[config.mk]
export PLATFORM = sky130hd
export DESIGN_NAME = led_pattern_gen
export DESIGN_NICKNAME = d
export VERILOG_FILES = /design/src/rtl/led_pattern_gen.sv
export SDC_FILE = /design/constraint.sdc
export NUM_CORES = 1
export LEC_CHECK = 0
export CAP_MARGIN = 10
export CELL_PAD_IN_SITES_DETAIL_PLACEMENT = 2
export CELL_PAD_IN_SITES_GLOBAL_PLACEMENT = 2
export CORE_MARGIN = 3
export CORE_UTILIZATION = 35
export CTS_CLUSTER_SIZE = 14
export DETAILED_ROUTE_END_ITERATION = 12
export DONT_BUFFER_PORTS = 1
export PLACE_DENSITY = 0.73
export SYNTH_ARGS = -nofsm -noshare
export SYNTH_HDL_FRONTEND = slang
export SYNTH_SLANG_ARGS = --single-unit
[constraint.sdc]
create_clock -name clk -period 5.5 [get_ports clk]
set_input_delay 0.825 -clock clk [delete_from_list [all_inputs] [get_ports clk]]
set_output_delay 0.825 -clock clk [all_outputs]
set_load 0.03 [all_outputs]
[src/rtl/led_pattern_gen.sv]
// rtl/led_pattern_gen.sv - multi-channel LED driver: OFF/ON/BLINK/PWM per channel on a shared tick
module led_pattern_gen #(
    parameter int NUM_LED    = 4,
    parameter int TICK_DIV   = 50_000,
    parameter int PER_W      = 10,
    parameter int RST_PERIOD = 499,
    localparam int CH_W      = (NUM_LED > 1) ? $clog2(NUM_LED) : 1
) (
    input  logic               clk,
    input  logic               rst_n,
    input  logic               cfg_we,
    input  logic [CH_W-1:0]    cfg_ch,
    input  logic [1:0]         cfg_mode,
    input  logic [PER_W-1:0]   cfg_period,
    input  logic [7:0]         cfg_duty,
    input  logic               resync,
    output logic               tick,
    output logic [NUM_LED-1:0] led
);

    localparam int PS_W = $clog2(TICK_DIV);

    typedef enum logic [1:0] {
        MODE_OFF   = 2'b00,
        MODE_ON    = 2'b01,
        MODE_BLINK = 2'b10,
        MODE_PWM   = 2'b11
    } mode_e;

    logic [PS_W-1:0]    ps_q, ps_d;
    logic               tick_q, tick_d;
    logic [7:0]         pwm_q;
    logic [NUM_LED-1:0] led_q, led_d;

    mode_e              mode_q   [NUM_LED];
    mode_e              mode_d   [NUM_LED];
    logic [PER_W-1:0]   period_q [NUM_LED];
    logic [PER_W-1:0]   period_d [NUM_LED];
    logic [7:0]         duty_q   [NUM_LED];
    logic [7:0]         duty_d   [NUM_LED];
    logic [PER_W-1:0]   phase_q  [NUM_LED];
    logic [PER_W-1:0]   phase_d  [NUM_LED];
    logic [NUM_LED-1:0] blink_q, blink_d;

    always_comb begin
        tick_d = (ps_q == PS_W'(TICK_DIV - 1));
        ps_d   = tick_d ? '0 : ps_q + 1'b1;
        if (resync) begin
            ps_d   = '0;
            tick_d = 1'b0;
        end

        led_d   = '0;
        blink_d = blink_q;
        for (int i = 0; i < NUM_LED; i++) begin
            mode_d[i]   = mode_q[i];
            period_d[i] = period_q[i];
            duty_d[i]   = duty_q[i];
            phase_d[i]  = phase_q[i];

            // A write to this channel overrides both resync and a coincident tick.
            if (cfg_we && (cfg_ch == CH_W'(i))) begin
                mode_d[i]   = mode_e'(cfg_mode);
                period_d[i] = cfg_period;
                duty_d[i]   = cfg_duty;
                phase_d[i]  = '0;
                blink_d[i]  = 1'b0;
            end else if (resync) begin
                phase_d[i] = '0;
                blink_d[i] = 1'b0;
            end else if (tick_q && (mode_q[i] == MODE_BLINK)) begin
                if (phase_q[i] >= period_q[i]) begin
                    phase_d[i] = '0;
                    blink_d[i] = ~blink_q[i];
                end else begin
                    phase_d[i] = phase_q[i] + 1'b1;
                end
            end

            case (mode_q[i])
                MODE_OFF:   led_d[i] = 1'b0;
                MODE_ON:    led_d[i] = 1'b1;
                MODE_BLINK: led_d[i] = blink_q[i];
                MODE_PWM:   led_d[i] = (pwm_q < duty_q[i]);
                default:    led_d[i] = 1'b0;
            endcase
        end
    end

    always_ff @(posedge clk or negedge rst_n) begin
        if (!rst_n) begin
            ps_q    <= '0;
            tick_q  <= 1'b0;
            pwm_q   <= '0;
            led_q   <= '0;
            blink_q <= '0;
            for (int i = 0; i < NUM_LED; i++) begin
                mode_q[i]   <= MODE_OFF;
                period_q[i] <= PER_W'(RST_PERIOD);
                duty_q[i]   <= '0;
                phase_q[i]  <= '0;
            end
        end else begin
            ps_q    <= ps_d;
            tick_q  <= tick_d;
            pwm_q   <= pwm_q + 8'd1;
            led_q   <= led_d;
            blink_q <= blink_d;
            for (int i = 0; i < NUM_LED; i++) begin
                mode_q[i]   <= mode_d[i];
                period_q[i] <= period_d[i];
                duty_q[i]   <= duty_d[i];
                phase_q[i]  <= phase_d[i];
            end
        end
    end

    assign tick = tick_q;
    assign led  = led_q;

endmodule

==> results.sh <==
export IMPL_outcome="finished, final reports clean"
export IMPL_max_vdd_ir_drop_v=0.000165
export IMPL_syn_nets=948
export IMPL_cp_common_cell="a211oi_2"
export IMPL_first_pass_iters=4
export IMPL_finalSetupTns_ps=0
export IMPL_cts_buffers=17
export IMPL_layout_drive_gt1_share_pct=13.8
export IMPL_cp_cell_sequence="inv_1 > ha_1 > a211oi_2 > o21bai_1 > a211oi_2 > nand2_1 > or4_1 > a21oi_1"
export IMPL_power_density_nw_per_um2=319
export IMPL_drv_cap=0
export IMPL_cts_sinks=153
export IMPL_n_antenna_cell=0
export IMPL_cp_slowest_cell="a211oi_2"
export IMPL_cts_resized=0
export IMPL_start_util_pct=36.1
export IMPL_worstSetupEndpointType="flop"
export IMPL_vias_per_cell=5.37
export IMPL_leakage_nw=4.18
export IMPL_required_ps=5840
export IMPL_clock_path_buffers=2
export IMPL_yosysTopAreaCell="dfrtp_1"
export IMPL_grt_max_degree=154
export IMPL_synth_top_area_share_pct=37.7
export IMPL_yosysSeqAreaShare_pct=46.6
export IMPL_finalNonFillerCells=1171
export IMPL_die_y_um=160
export IMPL_netlist_instances=848
export IMPL_htree_levels=4
export IMPL_cts_root_buf="clkbuf_16"
export IMPL_boundaryPins=31
export IMPL_grt_pass1_vias=7077
export IMPL_async_reset_ff_share_pct=100
export IMPL_vias=6286
export IMPL_design_core_area_sq_um=23000
export IMPL_routed_wl_mm=23.4
export IMPL_final_hold_violation_count=0
export IMPL_worst_path_max_fanout=13
export IMPL_grt_pass1_wl_mm=38.7
export IMPL_ys_warn_count=0
export IMPL_postRouteAntennaNets=0
export IMPL_gp_congestion=0.781
export IMPL_finClkSkew_ps=13.0
export IMPL_mappedNetlistArea_sq_um=8290
export IMPL_reg2reg_setup_slack_ps=2490
export IMPL_synth_flop_cell="dfrtp_1"
export IMPL_synth_area_leaders="dfrtp_1 38%, ha_1 11%, dfstp_2 8.9%"
export IMPL_synth_edf_count=0
export IMPL_r2r_start="period_q[7]"
export IMPL_setup_violations=0
export IMPL_slew_viol_final=0
export IMPL_yosysUniqueCellTypes=51
export IMPL_hold_class="input pin to async pin"
export IMPL_clock_latency_ps=430
export IMPL_critical_path_class="flop to flop"
export IMPL_dieArea_sq_um=25600
export IMPL_dp_cells=1139
export IMPL_io_buffers=0
export IMPL_fillers=2466
export IMPL_r2r_end="phase_q[8]"
export IMPL_r2r_cells=8
export IMPL_synth_seq_cells=153
export IMPL_rows=55
export IMPL_hpwl_mm=16.4
export IMPL_min_period_ps=3010
export IMPL_max_slew_margin_pct=33.1
export IMPL_cts_tree="done"
export IMPL_grt_overflow_total=0
export IMPL_hold_buffers=0
export IMPL_drt_initial_drc_count=265
export IMPL_wl_per_cell_um=20.0
export IMPL_post_route_drc_count=0
export IMPL_grtUsageTotal_pct=19.0
export IMPL_post_cts_repair_setup_buffers=0
export IMPL_critPathArrivalTime_ps=3340
export IMPL_die_x_um=160
export IMPL_rsz0062_at_grt="no"
export IMPL_syn_area_per_cell_sq_um=9.78
export IMPL_cpPeakStageDelay_ps=690
export IMPL_cp_start_kind="flop"
export IMPL_yosysMostFrequentCell="dfrtp_1"
export IMPL_fin_nets=945
export IMPL_worst_pin_slew_ps=1000
export IMPL_area_growth_pct=10.9
export IMPL_synth_common_cells="125 x dfrtp_1, 95 x nand2_1, 85 x inv_1"
export IMPL_antenna_found_initial=0
export IMPL_fmaxAchievable_mhz=333
export IMPL_period_share_pct=54.7
export IMPL_clkTransAtPathRegs_ps=70
==> layer usage <==
| metal | wire length (um) | track usage (%) |
|---|---|---|
| met1 | 10800 | 24.3 |
| met2 | 11900 | 33.5 |
| met3 | 499 | 3.42 |
| met4 | 251 | 4.73 |
| met5 | 0 | 0 |
==> cell type report <==
type / instances / area (sq um) / share of cell area, %
multi-input combinational: 584 / 4010 / 43.6
sequential: 153 / 3860 / 42.0
clock buffer: 19 / 433 / 4.71
tap: 313 / 392 / 4.26
inverter: 85 / 319 / 3.47
clock inverter: 13 / 146 / 1.59
timing repair buffer: 4 / 30.0 / 0.327
==> where the power goes <==
group	internal (W)	total [W]	switching [W]
registers	0.00127	0.00136	0.0000891
logic	0.000172	0.000387	0.000214
clock network	0.000673	0.00118	0.000507
==> how the worst max path moves through the flow <==
| stage | startpoint | slack [ps] | cells after the start | to |
|---|---|---|---|---|
| after detailed placement | period_q[7] | 2470 | 8 | phase_q[8] |
| after global placement | cfg_we | 2570 | 6 | blink_q[1] |
| after floorplan | cfg_we | 3340 | 5 | blink_q[1] |
| after global routing | period_q[7] | 2270 | 8 | phase_q[8] |
| final | period_q[7] | 2490 | 8 | phase_q[8] |
| after CTS | period_q[7] | 2460 | 8 | phase_q[8] |
==> registers in the layout (all words and copies together) (netlist names) <==
| name | count |
|---|---|
| ps_q | 16 |
| led | 4 |
| pwm_q | 8 |
| phase_q | 40 |
| period_q | 40 |
| mode_q | 8 |
| duty_q | 32 |
| blink_q | 4 |
| tick | 1 |
==> cells by family after synthesis <==
| kind of cell | Yosys count | share of synthesized area [%] |
|---|---|---|
| adders and majority gates | 74 | 11.2 |
| buffers and inverters | 111 | 5.09 |
| muxes | 48 | 6.50 |
| and+or+nand+nor | 261 | 15.8 |
| xor gates and xnor gates | 18 | 1.90 |
| DFF | 153 | 46.6 |
| AOI/OAI and AO/OA | 183 | 13.0 |
==> worst max-delay path, delay by kind of cell, from the launching register on <==
kind / cells / cell delay [ps]
AOI/OAI and AO/OA: 4 / 1200
adders and majority gates: 1 / 310
buffers and inverters: 1 / 40
DFF: 1 / 530
and+or+nand+nor: 2 / 830
==> metrics by stage <==
step | hold slack, ps | cell area [sq um] | util, % | power [W] | worst slack, ps
floorplan | 433 | 8290 | - | 0.00164 | 3340
global placement | 447 | 8620 | 37.5 | 0.00172 | 2570
detailed placement | 457 | 8620 | 37.5 | 0.00177 | 2470
CTS | 67.1 | 9200 | 40.0 | 0.00297 | 2460
global route | 57.4 | 9200 | 40.0 | 0.00308 | 2270
finish | 89.7 | 9200 | 40.0 | 0.00293 | 2490
==> layout by cell type, fill, tap and decap left out, types with 3 or more instances in the layout <==
| cell type | count |
|---|---|
| clkbuf_16 | 17 |
| and3_1 | 15 |
| nand3_1 | 41 |
| nand3b_1 | 4 |
| and4_1 | 3 |
| o21a_1 | 5 |
| nand2b_1 | 13 |
| nand2_1 | 95 |
| nor4_1 | 3 |
| a22o_1 | 3 |
| or3_1 | 9 |
| nor2b_1 | 5 |
| or4_1 | 3 |
| a21o_1 | 24 |
| ha_1 | 74 |
| o21ai_0 | 64 |
| xor2_1 | 11 |
| nor3_1 | 10 |
| inv_1 | 85 |
| dfrtp_1 | 125 |
| clkinv_4 | 5 |
| xnor2_1 | 7 |
| mux2_2 | 46 |
| o22ai_1 | 8 |
| or2_2 | 3 |
| buf_4 | 4 |
| a21oi_1 | 51 |
| a211oi_1 | 6 |
| o21ai_1 | 4 |
| nand4_1 | 15 |
| a31oi_1 | 9 |
| dfstp_2 | 28 |
| nor2_1 | 29 |
Power figures use the tool's default switching activity.
